### src/rtl/toy_bpu_upd_arb_pkg.sv
// Shared types for the BPU update arbiter.
//   bpu_pkg   : update payload written to the predictor tables
//   upd_src_e : which source owns the table write port (CMT=0, RAS=1, BP2=2)
package toy_pack;

   typedef struct packed {
      logic [31:0] tgt_pc;
      logic [31:0] br_pc;
      logic [1:0]  br_type;
      logic        taken;
   } bpu_pkg;

   typedef enum logic [1:0] {
      UPD_CMT = 2'd0,
      UPD_RAS = 2'd1,
      UPD_BP2 = 2'd2
   } upd_src_e;

endpackage

### src/rtl/toy_bpu_upd_fifo.sv
// Small update FIFO with wrap-bit pointers and a synchronous flush.
//   clk, rst_n : clock, async active-low reset (empties the FIFO)
//   flush      : empties the FIFO at the edge; a push in the same cycle is dropped
//   push/din   : enqueue (ignored when full)
//   pop        : dequeue head
//   dout       : head entry (only meaningful when !empty)
//   full/empty : occupancy flags
module toy_bpu_upd_fifo
   import toy_pack::*;
#(
   parameter int DEPTH = 2
) (
   input  logic   clk,
   input  logic   rst_n,
   input  logic   flush,
   input  logic   push,
   input  bpu_pkg din,
   input  logic   pop,
   output bpu_pkg dout,
   output logic   full,
   output logic   empty
);

   localparam int AW = $clog2(DEPTH);

   // Extra MSB distinguishes full from empty when the index bits match.
   logic [AW:0] wptr, rptr;
   bpu_pkg      mem [DEPTH];

   assign empty = (wptr == rptr);
   assign full  = (wptr[AW] != rptr[AW]) && (wptr[AW-1:0] == rptr[AW-1:0]);
   assign dout  = mem[rptr[AW-1:0]];

   always_ff @(posedge clk or negedge rst_n) begin
      if (!rst_n) begin
         wptr <= '0;
         rptr <= '0;
      end else if (flush) begin
         wptr <= '0;
         rptr <= '0;
      end else begin
         if (push && !full) wptr <= wptr + 1'b1;
         if (pop && !empty) rptr <= rptr + 1'b1;
      end
   end

   always_ff @(posedge clk) begin
      if (push && !full && !flush) mem[wptr[AW-1:0]] <= din;
   end

endmodule

### src/rtl/toy_bpu_upd_arb.sv
// Arbitrates three BPU update sources onto a single table write port.
// Base priority CMT > RAS > BP2; RAS/BP2 age counters promote a starved
// speculative source above CMT. A stalled grant is locked until it pops,
// except that a flush releases a locked RAS/BP2 grant.
//   clk, rst_n          : clock, async active-low reset
//   cmt_vld/rdy/pld     : commit-update source
//   ras_vld/rdy/pld     : RAS-update source (flushable)
//   bp2_vld/rdy/pld     : BP2-update source (flushable)
//   flush               : drops all queued RAS/BP2 updates
//   upd_vld/rdy/src/pld : table write-port handshake, granted source and payload
module toy_bpu_upd_arb
   import toy_pack::*;
#(
   parameter int COMMIT_DEPTH = 4,
   parameter int SPEC_DEPTH   = 2,
   parameter int AGE_MAX      = 8
) (
   input  logic     clk,
   input  logic     rst_n,
   input  logic     cmt_vld,
   output logic     cmt_rdy,
   input  bpu_pkg   cmt_pld,
   input  logic     ras_vld,
   output logic     ras_rdy,
   input  bpu_pkg   ras_pld,
   input  logic     bp2_vld,
   output logic     bp2_rdy,
   input  bpu_pkg   bp2_pld,
   input  logic     flush,
   output logic     upd_vld,
   input  logic     upd_rdy,
   output upd_src_e upd_src,
   output bpu_pkg   upd_pld
);

   localparam int AGW = $clog2(AGE_MAX) + 1;
   localparam logic [AGW-1:0] AGE_SAT = AGW'(AGE_MAX);

   logic     cmt_full, cmt_empty, ras_full, ras_empty, bp2_full, bp2_empty;
   bpu_pkg   cmt_head, ras_head, bp2_head;
   logic     pop_cmt, pop_ras, pop_bp2;
   logic [AGW-1:0] ras_age, bp2_age;
   logic     lock_vld;
   upd_src_e lock_src, grant;

   assign cmt_rdy = ~cmt_full;
   assign ras_rdy = ~ras_full;
   assign bp2_rdy = ~bp2_full;

   toy_bpu_upd_fifo #(.DEPTH(COMMIT_DEPTH)) u_cmt_fifo (
      .clk(clk), .rst_n(rst_n), .flush(1'b0),
      .push(cmt_vld && !cmt_full), .din(cmt_pld), .pop(pop_cmt),
      .dout(cmt_head), .full(cmt_full), .empty(cmt_empty)
   );

   toy_bpu_upd_fifo #(.DEPTH(SPEC_DEPTH)) u_ras_fifo (
      .clk(clk), .rst_n(rst_n), .flush(flush),
      .push(ras_vld && !ras_full), .din(ras_pld), .pop(pop_ras),
      .dout(ras_head), .full(ras_full), .empty(ras_empty)
   );

   toy_bpu_upd_fifo #(.DEPTH(SPEC_DEPTH)) u_bp2_fifo (
      .clk(clk), .rst_n(rst_n), .flush(flush),
      .push(bp2_vld && !bp2_full), .din(bp2_pld), .pop(pop_bp2),
      .dout(bp2_head), .full(bp2_full), .empty(bp2_empty)
   );

   assign upd_vld = !(cmt_empty && ras_empty && bp2_empty);

   // Lock first, then starvation promotion, then base priority.
   always_comb begin
      grant = UPD_CMT;
      if (lock_vld)                             grant = lock_src;
      else if (!ras_empty && ras_age == AGE_SAT) grant = UPD_RAS;
      else if (!bp2_empty && bp2_age == AGE_SAT) grant = UPD_BP2;
      else if (!cmt_empty)                       grant = UPD_CMT;
      else if (!ras_empty)                       grant = UPD_RAS;
      else if (!bp2_empty)                       grant = UPD_BP2;
   end

   assign upd_src = grant;

   always_comb begin
      upd_pld = '0;
      if (upd_vld) begin
         case (grant)
            UPD_CMT: upd_pld = cmt_head;
            UPD_RAS: upd_pld = ras_head;
            UPD_BP2: upd_pld = bp2_head;
            default: upd_pld = '0;
         endcase
      end
   end

   assign pop_cmt = upd_vld && upd_rdy && (grant == UPD_CMT);
   assign pop_ras = upd_vld && upd_rdy && (grant == UPD_RAS);
   assign pop_bp2 = upd_vld && upd_rdy && (grant == UPD_BP2);

   always_ff @(posedge clk or negedge rst_n) begin
      if (!rst_n) begin
         lock_vld <= 1'b0;
         lock_src <= UPD_CMT;
         ras_age  <= '0;
         bp2_age  <= '0;
      end else begin
         // Hold the grant while stalled; a flush invalidates a speculative grant.
         lock_vld <= upd_vld && !upd_rdy && !(flush && grant != UPD_CMT);
         lock_src <= grant;

         if (pop_ras || flush || ras_empty) ras_age <= '0;
         else if (ras_age != AGE_SAT)       ras_age <= ras_age + 1'b1;

         if (pop_bp2 || flush || bp2_empty) bp2_age <= '0;
         else if (bp2_age != AGE_SAT)       bp2_age <= bp2_age + 1'b1;
      end
   end

endmodule

### config.mk
export PLATFORM = sky130hd
export DESIGN_NAME = toy_bpu_upd_arb
export DESIGN_NICKNAME = d
export VERILOG_FILES = /design/src/rtl/toy_bpu_upd_arb_pkg.sv /design/src/rtl/toy_bpu_upd_fifo.sv /design/src/rtl/toy_bpu_upd_arb.sv
export SDC_FILE = /design/constraint.sdc
export NUM_CORES = 1
export LEC_CHECK = 0
export CAP_MARGIN = 20
export CORE_MARGIN = 2
export CORE_UTILIZATION = 40
export DETAILED_ROUTE_END_ITERATION = 12
export MAX_ROUTING_LAYER = met4
export PLACE_DENSITY = 0.64
export SYNTH_ARGS = -nofsm -noshare
export SYNTH_HDL_FRONTEND = slang
export SYNTH_SLANG_ARGS = --single-unit
### constraint.sdc
create_clock -name clk -period 8.6 [get_ports clk]
set_input_delay 0.86 -clock clk [delete_from_list [all_inputs] [get_ports clk]]
set_output_delay 0.86 -clock clk [all_outputs]
set_load 0.1 [all_outputs]
==> impl_metrics.json, run 1 <==
{
  "r2r_slack_ps": 4100,
  "viasPerCell": 5.31,
  "core_area_um2": 55100,
  "start_util_pct": 40.5,
  "fin_crit_sh_pct": 78.4,
  "cts_setup_buffers": 0,
  "rsz0062_at_grt": "false",
  "multi_input_area_um2": 5250,
  "synthArstFlopShare_pct": 4.46,
  "cts_resized": 0,
  "synth_edf_count": 536,
  "ant_nets": 0,
  "final_common_cell": "edfxtp_1",
  "syn-num-nets": 1456,
  "die_h_um": 240,
  "antenna_found_initial": 7,
  "synthCells": 1239,
  "setup_tns_ps": 0,
  "grt_max_degree": 76,
  "synth_cell_type_count": 39,
  "slew_headroom_pct": 27.5,
  "grt_pass1_vias": 12600,
  "num-nets-final": 1732,
  "setup_viol": 0,
  "routedWlPerCell_um": 23.2,
  "port-buffer-count": 280,
  "clk_latency_ps": 600,
  "drc": 0,
  "vias": 12300,
  "path_max_fanout": 68,
  "yosys_warnings": 0,
  "cap_violations": 0,
  "area_growth_pct": 24.4,
  "clockBufferDepth": 3,
  "synth_top_cell_area_share_pct": 72.1,
  "seq_area_frac_synth_pct": 74.9,
  "synth-main-ff-cell": "edfxtp_1",
  "slew_violations": 0,
  "start_kind": "register",
  "hold_path_class": "reg -> reg",
  "synth_area_um2": 22300,
  "clk_pin_slew_ps": 60,
  "die_x_um": 240,
  "seq_area_um2": 16700,
  "drt-pass1-iter-count": 5,
  "fmax_mhz": 148,
  "io-pin-count": 281,
  "synth_top_area_cell": "edfxtp_1",
  "synth-seq-cells": 561,
  "r2r_start": "u_cmt_fifo.rptr[0]",
  "totalWireLength_um": 53800,
  "root_buffer": "clkbuf_16",
  "mostFrequentLayoutCells": "edfxtp_1 (536), clkdlybuf4s50_1 (280), a21oi_1 (140)",
  "rows": 86,
  "reg2reg_to": "u_ras_fifo.rptr[0]",
  "fillCellCount": 4596,
  "status": "completed",
  "overflow": 0,
  "htree_levels": 2,
  "synth_area_leaders": "edfxtp_1 (72%), mux4_2 (6.8%), mux2_2 (3.5%), a21oi_1 (3.1%), mux2i_1 (3.0%)",
  "clkSinkCount": 561,
  "avgSynthCellArea_um2": 18.0,
  "initialDrtViolationCount": 930,
  "hold_start": "u_cmt_fifo.wptr[2]",
  "min_period_ps": 6740,
  "grt_pass1_wl_um": 79800,
  "drive_gt1_share_pct": 16.5,
  "cts_buffers": 58,
  "path_class": "reg -> out",
  "grt_use_total_pct": 19.2,
  "critical_path.endpoint_type": "primary output",
  "tightest_slew_ps": 1080,
  "cts_tree": "done",
  "hold_buffers": 0,
  "required_ps": 7740,
  "dieArea_um2": 57700,
  "finClkSkew_ps": 14.5,
  "r2r_cells": 8,
  "min_path_cells": 1,
  "dp_hpwl_um": 32600,
  "finalHoldViolCount": 0,
  "hold-path-endpoint": "u_cmt_fifo.wptr[2]",
  "place_congestion": 0.748,
  "crit_arrival_ps": 5880
}
## layer usage
metal,vias to the layer above,GRT usage (%),part of all wire [%]
met5,-,-,0
met4,0,4.48,1.8
met3,66,4.08,6.5
met2,355,30.0,48
met1,6306,26.0,44
li1,5567,-,-
## kinds of logic (layout without fill, tap and decap cells)
| kind of cell | after synthesis | count (layout) | synth area share, % |
|---|---|---|---|
| adder cells (fa/ha/maj) | 9 | 9 | 0.505 |
| other | 0 | 8 | 0 |
| flip-flops | 561 | 561 | 74.9 |
| AO/OA/AOI/OAI | 216 | 216 | 5.71 |
| multiplexers | 204 | 204 | 13.3 |
| AND/OR/NAND/NOR | 129 | 129 | 2.98 |
| XOR/XNOR | 21 | 21 | 0.824 |
| buffers and inverters | 99 | 420 | 1.77 |
## metrics by stage
| step | utilization, % | area, um2 | hold WS [ps] | setup slack, ps | instances |
|---|---|---|---|---|---|
| after floorplan | - | 22300 | 460 | 1390 | 1239 |
| after global placement | 47.1 | 25900 | 476 | 2410 | 2202 |
| after detailed placement | 47.1 | 26000 | 479 | 2370 | 2203 |
| after CTS | 50.4 | 27700 | 491 | 1700 | 2308 |
| after global routing | 50.4 | 27800 | 513 | 1510 | 2315 |
| final | 50.4 | 27800 | 490 | 1860 | 2316 |
## worst max path at each step
stage / start / end / slack, ps / cells past startpoint
floorplan: u_ras_fifo.rptr[1] / u_ras_fifo.mem[1][0] / 1390 / 4
global placement: u_cmt_fifo.rptr[0] / upd_pld[58] / 2410 / 8
detailed placement: u_cmt_fifo.rptr[0] / upd_pld[58] / 2370 / 8
CTS: u_cmt_fifo.rptr[0] / upd_pld[58] / 1700 / 8
global route: u_cmt_fifo.rptr[0] / upd_pld[58] / 1510 / 8
finish: u_cmt_fifo.rptr[0] / upd_pld[58] / 1860 / 8
## registers in the layout, indices dropped and copies added (netlist names)
register and cells:
u_cmt_fifo.mem 268, u_bp2_fifo.mem 134, u_ras_fifo.mem 134, bp2_age 4
ras_age 4, u_cmt_fifo.rptr 3, u_cmt_fifo.wptr 3, lock_src 2
u_bp2_fifo.rptr 2, u_bp2_fifo.wptr 2, u_ras_fifo.rptr 2, u_ras_fifo.wptr 2
lock_vld 1
## worst max-delay path, cell delays in order (launching register included)
cell and delay, ps:
dfrtp_4 920, xor2_1 230, or3_1 240, or4_4 760, and2_4 720, buf_4 630, a211oi_1 260, nor3_1 250
clkdlybuf4s50_1 1170
## final cells by class
cell class | instances | share of cell area, %
Sequential cell | 561 | 60.3
Multi-Input combinational cell | 579 | 18.9
Timing Repair Buffer | 304 | 10.8
Clock buffer | 73 | 5.66
Tap cell | 748 | 3.37
Clock inverter | 32 | 0.717
Inverter | 11 | 0.153
Antenna cell | 8 | 0.0721
## cell usage after synthesis, types with 3 or more instances
cell type / number
edfxtp_1: 536
a21oi_1: 140
nor3_1: 72
mux2_2: 69
a211oi_1: 68
clkbuf_1: 68
mux2i_1: 67
mux4_2: 67
dfrtp_1: 25
nor2_1: 15
buf_2: 13
nand2_1: 12
xor2_1: 12
ha_1: 9
inv_1: 9
xnor2_1: 9
buf_1: 6
nand3_1: 6
and3_1: 4
nand2b_1: 3
or4_1: 3
Power of run 1 is not shown: default switching activity piles up to over one toggle a cycle in this logic, so the estimate is an artifact.
==> run 2, diff against run 1 <==
--- a/config.mk
+++ b/config.mk
@@ -10,7 +10,7 @@
 export CORE_UTILIZATION = 40
 export DETAILED_ROUTE_END_ITERATION = 12
 export MAX_ROUTING_LAYER = met4
-export PLACE_DENSITY = 0.64
+export PLACE_DENSITY = 0.66
 export SYNTH_ARGS = -nofsm -noshare
 export SYNTH_HDL_FRONTEND = slang
 export SYNTH_SLANG_ARGS = --single-unit
==> constraint.sdc (replaced) <==
create_clock -name clk -period 5.5 [get_ports clk]
set_input_delay 0.55 -clock clk [delete_from_list [all_inputs] [get_ports clk]]
set_output_delay 0.55 -clock clk [all_outputs]
set_load 0.1 [all_outputs]
==> run 2 against run 1 <==
Core utilization increased by 1.6 points. First-iteration DRC count decreased by 7.7%. Die area unchanged. Via count increased by 0.19%. Critical path depth unchanged. Clock-buffer cell count decreased by 5. Clock skew increased by 23 ps. Register-to-register slack got worse by 2000 ps. Highest routed layer unchanged. Global-route usage decreased by 0.058 points. Cell area increased by 3.2%. Critical path type unchanged.
==> impl_metrics.json, run 2 (synthesis results as in run 1) <==
{
  "vias": 12300,
  "tightest_slew_ps": 1070,
  "drc": 0,
  "grt_pass1_wl_um": 80000,
  "min_period_ps": 4520,
  "area_growth_pct": 28.4,
  "place_congestion": 0.759,
  "hold_path_class": "in -> async",
  "num-nets-final": 1736,
  "setup_tns_ps": 0,
  "grt_max_degree": 91,
  "grt_use_total_pct": 19.2,
  "viasPerCell": 5.30,
  "routedWlPerCell_um": 23.1,
  "clk_latency_ps": 620,
  "r2r_slack_ps": 2100,
  "cts_setup_buffers": 0,
  "die_x_um": 240,
  "seq_area_um2": 16700,
  "fmax_mhz": 221,
  "required_ps": 4950,
  "die_h_um": 240,
  "critical_path.endpoint_type": "primary output",
  "io-pin-count": 281,
  "start_kind": "register",
  "fin_crit_sh_pct": 82.2,
  "path_max_fanout": 67,
  "setup_viol": 0,
  "grt_pass1_vias": 13300,
  "drt-pass1-iter-count": 5,
  "cts_buffers": 60,
  "totalWireLength_um": 53600,
  "fillCellCount": 4461,
  "port-buffer-count": 280,
  "hold_buffers": 0,
  "clockBufferDepth": 3,
  "slew_violations": 0,
  "dp.cells": 2204,
  "antenna_found_initial": 6,
  "startpoint": "u_cmt_fifo.rptr[1]",
  "initialDrtViolationCount": 858,
  "crit_arrival_ps": 3970,
  "multi_input_area_um2": 5280,
  "cts_resized": 0,
  "clkSinkCount": 561,
  "dp_hpwl_um": 32800,
  "htree_levels": 2,
  "clk_pin_slew_ps": 60,
  "status": "completed",
  "r2r_cells": 8,
  "overflow": 0,
  "reg2reg_to": "u_bp2_fifo.rptr[0]",
  "r2r_start": "u_cmt_fifo.rptr[1]",
  "final_common_cell": "edfxtp_1",
  "rows": 86,
  "cts_tree": "done",
  "path_class": "reg -> out",
  "finalHoldViolCount": 0,
  "largest_reg_flops": 268,
  "core_area_um2": 55100,
  "mostFrequentLayoutCells": "edfxtp_1 (536), clkdlybuf4s50_1 (211), a21oi_1 (140)",
  "rsz0062_at_grt": "false",
  "dieArea_um2": 57700,
  "cap_violations": 0,
  "slew_headroom_pct": 28.1,
  "finClkSkew_ps": 37.5,
  "start_util_pct": 40.5,
  "root_buffer": "clkbuf_16",
  "layout.cells.non_filler": 2322,
  "ant_nets": 0,
  "drive_gt1_share_pct": 21.9
}
==> run 2: changes by cell type in the layout (fill, tap and decap cells not counted), sizes merged, moves of 2 or more <==
cell	change
buf	+71
clkdlybuf4s50	-69
clkbuf	-5
bufinv	+4
clkinvlp	+3
inv	+3
diode	-2
==> run 2: worst max-delay path, stage by stage, from the launching register on <==
cell	delay (ps)
dfrtp_4	650
xor2_1	240
or3_1	440
or4_4	540
buf_4	420
a21oi_1	250
a211oi_1	70
nor3_1	460
buf_12	240
==> run 2: how the worst max path moves through the flow <==
stage	end	slack, ps
2_1_floorplan	upd_pld[57]	110
3_3_place_gp	upd_pld[31]	1590
4_1_cts	upd_pld[28]	810
5_1_grt	upd_pld[56]	800
6_report	upd_pld[56]	980
3_5_place_dp	upd_pld[28]	1510
==> run 2: final cells by class <==
| cell class | count | area share (%) |
|---|---|---|
| Tap cell | 748 | 3.27 |
| Sequential cell | 561 | 58.4 |
| Inverter | 11 | 0.148 |
| Multi-Input combinational cell | 579 | 18.4 |
| Timing Repair Buffer | 306 | 13.0 |
| Clock inverter | 43 | 1.31 |
| Antenna cell | 6 | 0.0524 |
| Clock buffer | 68 | 5.42 |
==> run 2: metrics by stage <==
stage	worst slack (ps)	instance area, um2	hold slack, ps	utilization, %
4_1_cts	815	28600	314	52.0
3_3_place_gp	1590	26700	474	48.5
6_report	977	28700	344	52.0
2_1_floorplan	114	22300	254	-
5_1_grt	795	28700	367	52.0
3_5_place_dp	1510	26700	481	48.5
==> run 2: per-layer routing <==
metal / vias up / part of all wire (%) / GRT usage, %
li1: 5583 / - / -
met1: 6287 / 43 / 24.6
met2: 371 / 49 / 30.9
met3: 76 / 6.4 / 4.55
met4: 0 / 1.9 / 4.84
met5: - / 0 / -
Power of run 2 is left out for the same reason.
